`src/rtl/lock_corruption_monitor_if.sv`:
```
// Vector/result bundle for the lock corruption monitor.
// The master side drives operands and sums; the slave side (the monitor) returns the scores.
interface lock_corruption_monitor_if #(
    parameter int DATA_W = 16,
    parameter int KEY_W  = 32,
    parameter int CNT_W  = 16,
    parameter int HD_W   = 24
);
    logic              start_i;
    logic [KEY_W-1:0]  key_i;
    logic              vld_i;
    logic [DATA_W-1:0] add1_i;
    logic [DATA_W-1:0] add2_i;
    logic [DATA_W:0]   lock_res_i;
    logic [DATA_W:0]   gold_res_i;
    logic              busy_o;
    logic              done_o;
    logic [KEY_W-1:0]  key_o;
    logic [CNT_W-1:0]  vec_cnt_o;
    logic [CNT_W-1:0]  mism_cnt_o;
    logic [HD_W-1:0]   hd_sum_o;
    logic [4:0]        hd_max_o;
    logic [CNT_W-1:0]  apx_cnt_o;

    modport master (
        output start_i, key_i, vld_i, add1_i, add2_i, lock_res_i, gold_res_i,
        input  busy_o, done_o, key_o, vec_cnt_o, mism_cnt_o, hd_sum_o, hd_max_o, apx_cnt_o
    );

    modport slave (
        input  start_i, key_i, vld_i, add1_i, add2_i, lock_res_i, gold_res_i,
        output busy_o, done_o, key_o, vec_cnt_o, mism_cnt_o, hd_sum_o, hd_max_o, apx_cnt_o
    );
endinterface

```
`src/rtl/lock_corruption_monitor.sv`:
```
// Scores a locked adder against its correct-key twin over a window of vectors:
// mismatch count, Hamming-distance total/worst case, and golden-sum approximation errors.
module lock_corruption_monitor #(
    parameter int DATA_W = 16,
    parameter int KEY_W  = 32,
    parameter int WINDOW = 5000,
    parameter int CNT_W  = 16,
    parameter int HD_W   = 24
) (
    input  logic                     clk,
    input  logic                     rst_n,
    lock_corruption_monitor_if.slave bus
);

    typedef enum logic [1:0] {
        ST_IDLE,
        ST_RUN,
        ST_DRAIN,
        ST_DONE
    } state_t;

    state_t             r_state;
    logic               r_drain_cnt;
    logic               r_busy;
    logic               r_done;
    logic [KEY_W-1:0]   r_key;
    logic [CNT_W-1:0]   r_vec_cnt;

    logic               r_s1_vld;
    logic [DATA_W:0]    r_s1_xor;
    logic               r_s1_mism;
    logic               r_s1_apx;

    logic [CNT_W-1:0]   r_mism_cnt;
    logic [CNT_W-1:0]   r_apx_cnt;
    logic [HD_W-1:0]    r_hd_sum;
    logic [4:0]         r_hd_max;

    logic               w_start_ok;
    logic               w_accept;
    logic               w_last;
    logic [DATA_W:0]    w_exact;
    logic [4:0]         w_pop;
    logic [HD_W:0]      w_hd_next;

    assign w_start_ok = bus.start_i && (r_state == ST_IDLE || r_state == ST_DONE);
    assign w_accept   = (r_state == ST_RUN) && bus.vld_i;
    assign w_last     = w_accept && (r_vec_cnt == CNT_W'(WINDOW - 1));
    assign w_exact    = {1'b0, bus.add1_i} + {1'b0, bus.add2_i};

    // NOTE: combinational blocks use blocking '=' and assign a default first so no latch is inferred;
    // clocked blocks use only non-blocking '<='.
    always_comb begin
        w_pop = '0;
        for (int i = 0; i <= DATA_W; i++) begin
            w_pop = w_pop + {4'b0, r_s1_xor[i]};
        end
    end

    // One extra bit catches the carry so the running total can clamp instead of wrapping.
    assign w_hd_next = {1'b0, r_hd_sum} + {{(HD_W-4){1'b0}}, w_pop};

    always_ff @(posedge clk or negedge rst_n) begin
        if (!rst_n) begin
            r_state     <= ST_IDLE;
            r_drain_cnt <= 1'b0;
            r_busy      <= 1'b0;
            r_done      <= 1'b0;
            r_key       <= '0;
            r_vec_cnt   <= '0;
        end else begin
            r_done <= 1'b0;
            case (r_state)
                ST_IDLE, ST_DONE: begin
                    if (w_start_ok) begin
                        r_state   <= ST_RUN;
                        r_busy    <= 1'b1;
                        r_key     <= bus.key_i;
                        r_vec_cnt <= '0;
                    end
                end
                ST_RUN: begin
                    if (w_accept) begin
                        r_vec_cnt <= r_vec_cnt + 1'b1;
                    end
                    if (w_last) begin
                        r_state     <= ST_DRAIN;
                        r_drain_cnt <= 1'b0;
                    end
                end
                ST_DRAIN: begin
                    // Two drain cycles let the last vector clear both pipeline stages.
                    r_drain_cnt <= 1'b1;
                    if (r_drain_cnt) begin
                        r_state <= ST_DONE;
                        r_busy  <= 1'b0;
                        r_done  <= 1'b1;
                    end
                end
                default: r_state <= ST_IDLE;
            endcase
        end
    end

    always_ff @(posedge clk or negedge rst_n) begin
        if (!rst_n) begin
            r_s1_vld   <= 1'b0;
            r_s1_xor   <= '0;
            r_s1_mism  <= 1'b0;
            r_s1_apx   <= 1'b0;
            r_mism_cnt <= '0;
            r_apx_cnt  <= '0;
            r_hd_sum   <= '0;
            r_hd_max   <= '0;
        end else if (w_start_ok) begin
            r_s1_vld   <= 1'b0;
            r_mism_cnt <= '0;
            r_apx_cnt  <= '0;
            r_hd_sum   <= '0;
            r_hd_max   <= '0;
        end else begin
            r_s1_vld <= w_accept;
            if (w_accept) begin
                r_s1_xor  <= bus.lock_res_i ^ bus.gold_res_i;
                r_s1_mism <= |(bus.lock_res_i ^ bus.gold_res_i);
                r_s1_apx  <= (bus.gold_res_i != w_exact);
            end
            if (r_s1_vld) begin
                r_mism_cnt <= r_mism_cnt + {{(CNT_W-1){1'b0}}, r_s1_mism};
                r_apx_cnt  <= r_apx_cnt + {{(CNT_W-1){1'b0}}, r_s1_apx};
                r_hd_sum   <= w_hd_next[HD_W] ? {HD_W{1'b1}} : w_hd_next[HD_W-1:0];
                if (w_pop > r_hd_max) begin
                    r_hd_max <= w_pop;
                end
            end
        end
    end

    assign bus.busy_o     = r_busy;
    assign bus.done_o     = r_done;
    assign bus.key_o      = r_key;
    assign bus.vec_cnt_o  = r_vec_cnt;
    assign bus.mism_cnt_o = r_mism_cnt;
    assign bus.hd_sum_o   = r_hd_sum;
    assign bus.hd_max_o   = r_hd_max;
    assign bus.apx_cnt_o  = r_apx_cnt;

endmodule

```
`src/flat_wrapper.sv`:
```
// flat-port wrapper written by rule: the top's interface ports become plain ports
module lock_corruption_monitor_flat 
#(
    parameter int DATA_W = 16,
    parameter int KEY_W  = 32,
    parameter int WINDOW = 5000,
    parameter int CNT_W  = 16,
    parameter int HD_W   = 24
)
  (clk, rst_n, bus_start_i, bus_key_i, bus_vld_i, bus_add1_i, bus_add2_i, bus_lock_res_i, bus_gold_res_i, bus_busy_o, bus_done_o, bus_key_o, bus_vec_cnt_o, bus_mism_cnt_o, bus_hd_sum_o, bus_hd_max_o, bus_apx_cnt_o);
  lock_corruption_monitor_if #(.DATA_W(DATA_W), .KEY_W(KEY_W), .CNT_W(CNT_W), .HD_W(HD_W)) bus_i ();
  input  logic clk;
  input  logic rst_n;
  input wire logic [$bits(bus_i.start_i)-1:0] bus_start_i;
  input wire logic [$bits(bus_i.key_i)-1:0] bus_key_i;
  input wire logic [$bits(bus_i.vld_i)-1:0] bus_vld_i;
  input wire logic [$bits(bus_i.add1_i)-1:0] bus_add1_i;
  input wire logic [$bits(bus_i.add2_i)-1:0] bus_add2_i;
  input wire logic [$bits(bus_i.lock_res_i)-1:0] bus_lock_res_i;
  input wire logic [$bits(bus_i.gold_res_i)-1:0] bus_gold_res_i;
  output wire logic [$bits(bus_i.busy_o)-1:0] bus_busy_o;
  output wire logic [$bits(bus_i.done_o)-1:0] bus_done_o;
  output wire logic [$bits(bus_i.key_o)-1:0] bus_key_o;
  output wire logic [$bits(bus_i.vec_cnt_o)-1:0] bus_vec_cnt_o;
  output wire logic [$bits(bus_i.mism_cnt_o)-1:0] bus_mism_cnt_o;
  output wire logic [$bits(bus_i.hd_sum_o)-1:0] bus_hd_sum_o;
  output wire logic [$bits(bus_i.hd_max_o)-1:0] bus_hd_max_o;
  output wire logic [$bits(bus_i.apx_cnt_o)-1:0] bus_apx_cnt_o;
  assign bus_i.start_i = bus_start_i;
  assign bus_i.key_i = bus_key_i;
  assign bus_i.vld_i = bus_vld_i;
  assign bus_i.add1_i = bus_add1_i;
  assign bus_i.add2_i = bus_add2_i;
  assign bus_i.lock_res_i = bus_lock_res_i;
  assign bus_i.gold_res_i = bus_gold_res_i;
  assign bus_busy_o = bus_i.busy_o;
  assign bus_done_o = bus_i.done_o;
  assign bus_key_o = bus_i.key_o;
  assign bus_vec_cnt_o = bus_i.vec_cnt_o;
  assign bus_mism_cnt_o = bus_i.mism_cnt_o;
  assign bus_hd_sum_o = bus_i.hd_sum_o;
  assign bus_hd_max_o = bus_i.hd_max_o;
  assign bus_apx_cnt_o = bus_i.apx_cnt_o;
  lock_corruption_monitor #(.DATA_W(DATA_W), .KEY_W(KEY_W), .WINDOW(WINDOW), .CNT_W(CNT_W), .HD_W(HD_W)) u_core (.clk(clk), .rst_n(rst_n), .bus(bus_i));
endmodule
```
`config.mk`:
```
export PLATFORM = sky130hd
export DESIGN_NAME = lock_corruption_monitor_flat
export DESIGN_NICKNAME = d
export VERILOG_FILES = /design/src/rtl/lock_corruption_monitor_if.sv /design/src/rtl/lock_corruption_monitor.sv /design/src/flat_wrapper.sv
export SDC_FILE = /design/constraint.sdc
export NUM_CORES = 1
export LEC_CHECK = 0
export CAP_MARGIN = 40
export CORE_MARGIN = 2
export CORE_UTILIZATION = 45
export DETAILED_ROUTE_END_ITERATION = 8
export PLACE_DENSITY = 0.72
export SLEW_MARGIN = 20
export SYNTH_ARGS = -nofsm -noshare
export SYNTH_HDL_FRONTEND = slang
export SYNTH_SLANG_ARGS = --single-unit
```
`constraint.sdc`:
```
create_clock -name clk -period 6.2 [get_ports clk]
set_clock_uncertainty 0.05 [all_clocks]
set_input_delay 1.24 -clock clk [delete_from_list [all_inputs] [get_ports clk]]
set_output_delay 1.24 -clock clk [all_outputs]
set_load 0.01 [all_outputs]
```
==> results.toml, run 1 <==
[status]
status = "finished clean"

[power]
ir_drop_uv = 1130
p_leak_nw = 4.83
total_power_mw = 7.65
power_density_nw_per_um2 = 704

[setup_path]
arrival_ns = 5.84
cp-end-kind = "flop"
cp-start-kind = "flop"
critPathSlowestCell = "fa_1"
cp.required_ns = 6.44
crit_path_frequent_cell = "fa_1"
worstPathMaxFanout = 17
path_cells = "ha_1, inv_1, fa_1, fa_1, fa_1, fa_1, inv_1, ha_1, fa_1, fa_1, a21oi_1, o21bai_1, a21oi_1, nor2_4, nand3_4, nand2_1, nor3_1, a311oi_1"
critPathKind = "flop to flop"
critical-path-max-stage-delay_ns = 0.54

[die]
die-width_microns = 137
core_sq_um = 17300
die_y_microns = 137
std_cell_rows = 48
io_pins = 213
start_util_pct = 45.9
design.die.area_sq_um = 18700

[synthesis]
synth_fp_nets = 1031
syn_area_per_cell_sq_um = 9.06
syn-cell-area_sq_um = 7940
ys_types = 66
seq_area_frac_synth_pct = 42.3
synth-edff-count = 0
postSynthCellCount = 876
synth_flop_cell = "dfrtp_1"
ys_seq_elements = 134
ys.warnings.count = 0
async_flop_share_pct = 100

[layout]
layout_commonest_cell = "clkdlybuf4s50_1"
drive_above_1_share_pct = 5.74
multiInputGateArea_sq_um = 4290
diodes = 0
fill_cells = 1457
syn2layout_area_growth_pct = 37.1
fin_util_pct = 62.9
final_cell_mix = "clkdlybuf4s50_1, nand2_1, dfrtp_1"
regArea_sq_um = 3350
design_area_sq_um = 10900
nets = 1241
stdcell_count = 1323

[clock_tree]
cts_resized = 0
clock-sinks = 134
htree_levels = 4
hold_buffers = 0
cts_max_path_buffers = 2
clockRootBuffer = "clkbuf_16"
postCtsSetupRepairBufs = 0
clk_pin_slew_worst_paths_ns = 0.06
tritoncts = "yes"
clk_latency_ns = 0.42
cts_made_buffers = 17

[global_route]
antenna_found_initial = 0
grt_usage_pct = 22.3
grt_max_degree = 88
grt.overflow.total = 0
grtUsageMet2_pct = 36.4
grt.busiest_layer = "met2"
grt_pass1_vias = 6648
gr-usage-met1_pct = 29.8
grt_pass1_wl_mm = 33.0
met3_usage_pct = 4.70

[sta]
fin_ws_ns = 0.601
worstMarginPinSlew_ns = 0.670
finalHoldViolations = 0
whs_ns = 0.423
tns_ns = 0
layout_min_cycle_time_ns = 5.60
slew_headroom_pct = 55.2
rsz0062_at_grt = "false"
setup_viol = 0
finalCritPeriodShare_pct = 90.3
maxSlewViolCount = 0
max_freq_mhz = 179

[run]
maxCapViolations = 0

[routing]
drtPass1Iterations = 5
vias = 7007
drt_iter0_drc = 361
via_per_inst = 5.30
wl_mm = 20.3
avgRoutedWirePerCell_microns = 15.4
drtAntennaViolNets = 0
drc = 0

[placed_design]
post-place-ws_ns = 0.599
dp.cells = 1291
postPlaceCellArea_sq_um = 10300
port_buffers = 212
gp_congestion = 0.868
dp_hpwl_mm = 15.3

[hold_path]
holdCritPathClass = "flop to flop"
-- cell type report --
type / instances / share of cell area, %
Clock inverter: 11 / 0.943
Clock buffer: 20 / 4.20
Inverter: 50 / 1.73
Timing Repair Buffer: 219 / 20.3
Multi-Input combinational cell: 664 / 39.4
Sequential cell: 134 / 30.8
Tap cell: 225 / 2.59
-- sequential cells by signal, indices dropped and copies added (netlist names) --
register,flops
u_core.bus.key_o,32
u_core.bus.hd_sum_o,24
u_core.r_s1_xor,17
u_core.bus.apx_cnt_o,16
u_core.bus.mism_cnt_o,16
u_core.bus.vec_cnt_o,16
u_core.bus.hd_max_o,5
u_core.r_state,2
u_core.bus.busy_o,1
u_core.bus.done_o,1
u_core.r_drain_cnt,1
u_core.r_s1_apx,1
u_core.r_s1_mism,1
u_core.r_s1_vld,1
-- critical path, delay by kind of cell, from the launching register on --
family | cells | cell delay [ns]
flops | 1 | 0.38
simple gates | 4 | 0.74
buf+inv | 2 | 0.11
fa+ha+maj | 8 | 3.39
compound gates | 4 | 0.79
-- path summary, 6_finish.rpt --
check | startpoint | to | slack [ns] | cells after the start
worst min register to register | u_core.bus.key_o[27] | u_core.bus.key_o[27] | 0.42 | 2
worst max register to register | u_core.r_s1_xor[0] | u_core.bus.hd_sum_o[16] | 0.60 | 18
min in group asynchronous | rst_n | u_core.bus.hd_sum_o[8] | 0.61 | 1
worst min-delay path | u_core.bus.key_o[27] | u_core.bus.key_o[27] | 0.42 | 2
worst max-delay path | u_core.r_s1_xor[0] | u_core.bus.hd_sum_o[16] | 0.60 | 18
max in group asynchronous | rst_n | u_core.bus.hd_sum_o[1] | 4.22 | 3
-- cell usage after synthesis, types with 2 or more instances --
cell type | n | area [sq um]
fa_1 | 13 | 260
o21a_1 | 5 | 37.5
a22o_1 | 2 | 17.5
mux2_2 | 2 | 22.5
nor4_2 | 2 | 25.0
nor4b_1 | 2 | 17.5
buf_1 | 6 | 22.5
or3_1 | 12 | 75.1
mux2i_1 | 14 | 140
nand2_1 | 163 | 612
clkbuf_1 | 19 | 71.3
dfrtp_1 | 134 | 3350
o21bai_1 | 4 | 30.0
o21ai_0 | 31 | 155
a21oi_2 | 2 | 17.5
nor3_1 | 13 | 65.1
a21o_1 | 7 | 52.6
and3_1 | 18 | 113
and4_1 | 3 | 26.3
nand3_1 | 20 | 100
ha_1 | 40 | 500
inv_1 | 50 | 188
or3b_2 | 2 | 17.5
and2_1 | 6 | 37.5
a31oi_1 | 13 | 81.3
nand2b_1 | 5 | 31.3
xor2_1 | 37 | 324
a311oi_1 | 3 | 26.3
nor4_1 | 6 | 37.5
a21oi_1 | 59 | 295
xnor2_1 | 31 | 272
nand4_1 | 18 | 113
o211ai_1 | 5 | 37.5
nor2_1 | 80 | 300
buf_2 | 3 | 15.0
nor2b_1 | 4 | 25.0
a211oi_1 | 8 | 60.1
o31ai_1 | 4 | 30.0
o2111ai_1 | 3 | 26.3
-- where the power goes --
group | switching, mW | internal [mW]
Sequential | 0.124 | 1.09
Clock | 0.382 | 0.570
Combinational | 3.02 | 2.46
-- layer usage --
metal | vias to the layer above | part of all wire [%] | wire [microns]
met5 | - | 0 | 0
met4 | 0 | 1.3 | 266
met3 | 21 | 6.5 | 1320
met2 | 231 | 47 | 9640
met1 | 3312 | 45 | 9100
li1 | 3443 | - | -
-- logic make-up (layout without fill, tap and decap cells) --
| group | Yosys count | in the layout | synth area share, % |
|---|---|---|---|
| DFF | 134 | 134 | 42.3 |
| xor gates and xnor gates | 69 | 69 | 7.71 |
| muxes | 17 | 17 | 2.33 |
| buffers and inverters | 78 | 300 | 3.74 |
| adders and majority gates | 53 | 53 | 9.59 |
| and+or+nand+nor | 369 | 369 | 22.2 |
| AOI/OAI and AO/OA | 156 | 156 | 12.1 |
(Power assumes the default switching activity.)
==> run 2, diff against run 1 <==
- MAX_ROUTING_LAYER: unset -> met4
==> results.toml, run 2 (synthesized netlist as in run 1, its figures left out) <==
[placed_design]
port_buffers = 212
gp_congestion = 0.883
post-place-ws_ns = 0.599
postPlaceCellArea_sq_um = 10300
dp.cells = 1291
dp_hpwl_mm = 15.3

[routing]
avgRoutedWirePerCell_microns = 15.3
vias = 6993
drt_iter0_drc = 338
via_per_inst = 5.29
drtAntennaViolNets = 0
drtPass1Iterations = 5
drc = 0
wl_mm = 20.3

[power]
total_power_mw = 7.65
power_density_nw_per_um2 = 704
p_leak_nw = 4.83
ir_drop_uv = 1130

[clock_tree]
htree_levels = 4
clk_pin_slew_worst_paths_ns = 0.06
hold_buffers = 0
cts_resized = 0
clk_latency_ns = 0.42
clockRootBuffer = "clkbuf_16"
clock-sinks = 134
cts_max_path_buffers = 2
tritoncts = "yes"
postCtsSetupRepairBufs = 0
cts_made_buffers = 17

[layout]
syn2layout_area_growth_pct = 37.1
layout_commonest_cell = "clkdlybuf4s50_1"
stdcell_count = 1323
fin_util_pct = 62.9
drive_above_1_share_pct = 5.74
nets = 1241
largest_reg_flops = 32
diodes = 0
final_cell_mix = "clkdlybuf4s50_1, nand2_1, dfrtp_1"
design_area_sq_um = 10900

[global_route]
grt_max_degree = 88
antenna_found_initial = 0
grt_usage_pct = 22.9
grt_pass1_vias = 6647
grt_pass1_wl_mm = 33.0
grt.overflow.total = 0

[die]
die-width_microns = 137
design.die.area_sq_um = 18700
start_util_pct = 45.9
core_sq_um = 17300
io_pins = 213
die_y_microns = 137
std_cell_rows = 48

[sta]
max_freq_mhz = 178
slew_headroom_pct = 55.5
tns_ns = 0
fin_ws_ns = 0.594
rsz0062_at_grt = "false"
finalCritPeriodShare_pct = 90.4
worstMarginPinSlew_ns = 0.666
setup_viol = 0
finalHoldViolations = 0
layout_min_cycle_time_ns = 5.61
maxSlewViolCount = 0
whs_ns = 0.422

[hold_path]
holdCritPathClass = "flop to flop"
min_to = "u_core.bus.key_o[5]"
hold_depth = 2
hold_start = "u_core.bus.key_o[5]"

[setup_path]
critPathKind = "flop to flop"
cp-end-kind = "flop"
reg2reg_slack_ns = 0.59
r2r_cells = 18
worstReg2RegEnd = "u_core.bus.hd_sum_o[16]"
cp.required_ns = 6.44
worstPathMaxFanout = 17
arrival_ns = 5.84
cp-start-kind = "flop"
reg2reg_from = "u_core.r_s1_xor[0]"

[status]
status = "finished clean"

[run]
maxCapViolations = 0
## run 2: worst max-delay path: stages, from the launching register on
cell and delay [ns]:
dfrtp_1 0.38, ha_1 0.29, inv_1 0.07, fa_1 0.43, fa_1 0.54, fa_1 0.45
fa_1 0.50, inv_1 0.04, ha_1 0.19, fa_1 0.53, fa_1 0.46, a21oi_1 0.18
o21bai_1 0.11, a21oi_1 0.36, nor2_4 0.10, nand3_4 0.20, nand2_1 0.12, nor3_1 0.32
a311oi_1 0.15
## run 2: worst max path at each step
| stage | from | to | slack, ns | depth (start not counted) |
|---|---|---|---|---|
| floorplan | u_core.r_s1_xor[0] | u_core.bus.hd_sum_o[16] | 1.09 | 18 |
| global placement | u_core.r_s1_xor[0] | u_core.bus.hd_sum_o[16] | 0.74 | 18 |
| detailed placement | u_core.r_s1_xor[1] | u_core.bus.hd_sum_o[16] | 0.60 | 18 |
| CTS | u_core.r_s1_xor[1] | u_core.bus.hd_sum_o[16] | 0.59 | 18 |
| global route | u_core.r_s1_xor[1] | u_core.bus.hd_sum_o[9] | 0.23 | 20 |
| finish | u_core.r_s1_xor[0] | u_core.bus.hd_sum_o[16] | 0.59 | 18 |
## run 2: cell type report
class	instances	area, sq um
flip-flops and latches	134	3350
multi-input cells	664	4290
clock buffers	20	457
well taps	225	282
inverters	50	188
fillers	1457	6420
repair buffers	219	2210
clock inverters	11	103
## run 2: power breakdown
part / internal [mW] / switching [mW] / total [mW]
combinational: 2.46 / 3.03 / 5.49
sequential: 1.09 / 0.124 / 1.21
clock: 0.570 / 0.381 / 0.951
## run 2: layer usage
layer  wire [microns]  GRT usage (%)  vias up
met5                0              -        -
met4              273           6.47        0
met3             1210           4.56       25
met2             9630           36.3      227
met1             9170           30.1     3293
li1                 -              -     3448
==> run 3, diff against run 2 <==
--- a/config.mk
+++ b/config.mk
@@ -6,5 +6,5 @@
 export NUM_CORES = 1
 export LEC_CHECK = 0
-export CAP_MARGIN = 40
+export CAP_MARGIN = 20
 export CORE_MARGIN = 2
 export CORE_UTILIZATION = 45
--- a/constraint.sdc
+++ b/constraint.sdc
@@ -3,3 +3,3 @@
 set_input_delay 1.24 -clock clk [delete_from_list [all_inputs] [get_ports clk]]
 set_output_delay 1.24 -clock clk [all_outputs]
-set_load 0.01 [all_outputs]
+set_load 0.02 [all_outputs]
==> results.toml, run 3 <==
[status]
status = "aborted with a tool error"
lastStage = "5_2_route"
toolErrorMsg = "[ERROR DRT-0255] Maze Route cannot find path of net clk in worker of routeBox ( 96600 0 ) ( 136790 48300 )."

[clock_tree]
cts_made_buffers = 17
hold_buffers = 0
cts_resized = 0
cts_max_path_buffers = 2
clockRootBuffer = "clkbuf_16"
htree_levels = 4
postCtsSetupRepairBufs = 0
clock-sinks = 134

[placed_design]
dp_hpwl_mm = 15.2
gp_congestion = 0.883
port_buffers = 212

[synthesis]
ys_seq_elements = 134
seq_area_frac_synth_pct = 42.3
synth_top_area_share_pct = 42.3
ys.warnings.count = 0
synth_most_common_cell = "nand2_1"
synth_flop_cell = "dfrtp_1"
synth_fp_nets = 1031
synthTopCellsByArea = "dfrtp_1, nand2_1, ha_1, xor2_1, nor2_1"
synth-edff-count = 0
synth_top_cell_by_area = "dfrtp_1"
async_flop_share_pct = 100
syn_area_per_cell_sq_um = 9.06
synth_common_cells = "nand2_1, dfrtp_1, nor2_1"
ys_types = 66
syn-cell-area_sq_um = 7940
postSynthCellCount = 876

[global_route]
grt.overflow.total = 0
antenna_found_initial = 0
grt_pass1_vias = 6684
grt_max_degree = 88
grt_pass1_wl_mm = 33.0
grt_usage_pct = 22.8

[die]
die-width_microns = 137
start_util_pct = 45.9
die_y_microns = 137
io_pins = 213
std_cell_rows = 48
run 3: cell counts after synthesis:
No cell type changed its count.
run 3: stage by stage:
step | worst slack (ns) | std cells | util, % | instance area, sq um
4_1_cts | 0.574 | 1322 | 62.9 | 10900
5_1_grt | 0.228 | 1322 | 62.9 | 10900
3_3_place_gp | 0.744 | 1290 | 59.4 | 10300
3_5_place_dp | 0.618 | 1290 | 59.4 | 10300
2_1_floorplan | 1.09 | 876 | - | 7940
run 3: kinds of logic after synthesis:
group	count (synthesis)	share of synthesized area, %
compound gates	156	12.1
xor+xnor	69	7.71
fa+ha+maj	53	9.59
buf+inv	78	3.74
flops	134	42.3
mux	17	2.33
simple gates	369	22.2
run 3: layer usage:
metal  global-route usage, %
met3                    4.11
met1                    30.0
met5                       -
met4                    8.30
met2                    35.4
==> run 4, diff against run 3 <==
- CORE_UTILIZATION: 45 -> 30
- MAX_ROUTING_LAYER: met4 -> unset
- PLACE_DENSITY: 0.72 -> unset
- PLACE_DENSITY_LB_ADDON: unset -> 0.15
==> results.toml, run 4 (synthesized netlist as in run 1, its figures left out) <==
[status]
status = "finished clean"

[global_route]
grt.overflow.total = 0
antenna_found_initial = 0
grt_pass1_vias = 6577
grt_usage_pct = 15.2
grt_max_degree = 99
grt_pass1_wl_mm = 34.6

[power]
total_power_mw = 7.67
ir_drop_uv = 953
power_density_nw_per_um2 = 698
p_leak_nw = 4.82

[layout]
syn2layout_area_growth_pct = 38.5
stdcell_count = 1432
largest_reg_flops = 32
diodes = 0
drive_above_1_share_pct = 5.74
layout_commonest_cell = "clkdlybuf4s50_1"
design_area_sq_um = 11000
nets = 1239
fin_util_pct = 42.3
final_cell_mix = "clkdlybuf4s50_1, nand2_1, dfrtp_1"

[routing]
vias = 6810
drtPass1Iterations = 5
drtAntennaViolNets = 0
top_layer = "met4"
wl_met1_mm = 10.2
wl_mm = 21.0
drc = 0
route.met2.wl_mm = 9.45
wl_met3_mm = 1.30
via_per_inst = 4.76
drt_iter0_drc = 411
avgRoutedWirePerCell_microns = 14.7

[clock_tree]
cts_made_buffers = 17
clockRootBuffer = "clkbuf_16"
clock-sinks = 134
clk_latency_ns = 0.42
postCtsSetupRepairBufs = 0
htree_levels = 4
hold_buffers = 0
tritoncts = "yes"
cts_resized = 0
cts_max_path_buffers = 2
clk_pin_slew_worst_paths_ns = 0.07

[sta]
finalHoldViolations = 0
tns_ns = 0
max_freq_mhz = 179
worstMarginPinSlew_ns = 0.915
rsz0062_at_grt = "false"
layout_min_cycle_time_ns = 5.57
finalCritPeriodShare_pct = 89.9
setup_viol = 0
fin_ws_ns = 0.628
maxSlewViolCount = 0
whs_ns = 0.425
slew_headroom_pct = 39.0

[die]
std_cell_rows = 59
die-width_microns = 167
start_util_pct = 30.5
io_pins = 213
design.die.area_sq_um = 27800
die_y_microns = 167
core_sq_um = 26000

[setup_path]
arrival_ns = 5.79
r2r_cells = 18
cp-end-kind = "flop"
critPathSlowestCell = "fa_1"
crit_family = "adder cells"
critPathKind = "flop to flop"
cp.depth = 18
cp.required_ns = 6.42
crit_path_frequent_cell = "fa_1"
path_buf_inv = 2
worstPathMaxFanout = 17
cp-start-kind = "flop"
critical-path-max-stage-delay_ns = 0.54
path_cells = "ha_1, inv_1, fa_1, fa_1, fa_1, fa_1, inv_1, ha_1, fa_1, fa_1, a21oi_1, o21bai_1, a21oi_1, nor2_4, nand3_4, nand2_1, nor3_1, a311oi_1"

[placed_design]
port_buffers = 212
gp_congestion = 0.882
postPlaceCellArea_sq_um = 10400
dp.cells = 1400
dp_hpwl_mm = 15.9
post-place-ws_ns = 0.594

[hold_path]
hold_depth = 2
holdCritPathClass = "flop to flop"

[run]
maxCapViolations = 0
==> run 4: cell type report <==
class,instances,area (sq um)
clock buffer,18,439
clock inverter,14,143
fill,2581,15000
inverter,50,188
multi-input combinational,664,4290
sequential,134,3350
tap,335,419
timing repair buffer,217,2160
==> run 4: worst min-delay path, stage by stage, from the launching register on <==
cell and delay (ns):
dfrtp_1 0.34, nand2_1 0.05, nand2_1 0.05
==> run 4: path summary, 6_finish.rpt <==
check / start / to / slack [ns]
max reg2reg: u_core.r_s1_xor[0] / u_core.bus.hd_sum_o[16] / 0.63
max: u_core.r_s1_xor[0] / u_core.bus.hd_sum_o[16] / 0.63
min: u_core.bus.key_o[0] / u_core.bus.key_o[0] / 0.42
min in group asynchronous: rst_n / u_core.bus.hd_sum_o[12] / 0.87
min reg2reg: u_core.bus.key_o[0] / u_core.bus.key_o[0] / 0.42
max in group asynchronous: rst_n / u_core.bus.apx_cnt_o[7] / 4.17
==> run 4: per-layer routing <==
| layer | up-vias | track usage [%] |
|---|---|---|
| met5 | - | 0 |
| met4 | 0 | 3.64 |
| met3 | 11 | 3.61 |
| met2 | 222 | 23.6 |
| met1 | 3143 | 21.5 |
| li1 | 3434 | - |
==> run 4: where the power goes <==
group / leakage (nW) / switching [mW] / internal [mW]
combinational: 2.80 / 3.04 / 2.42
clock: 0.282 / 0.420 / 0.575
sequential: 1.74 / 0.128 / 1.09
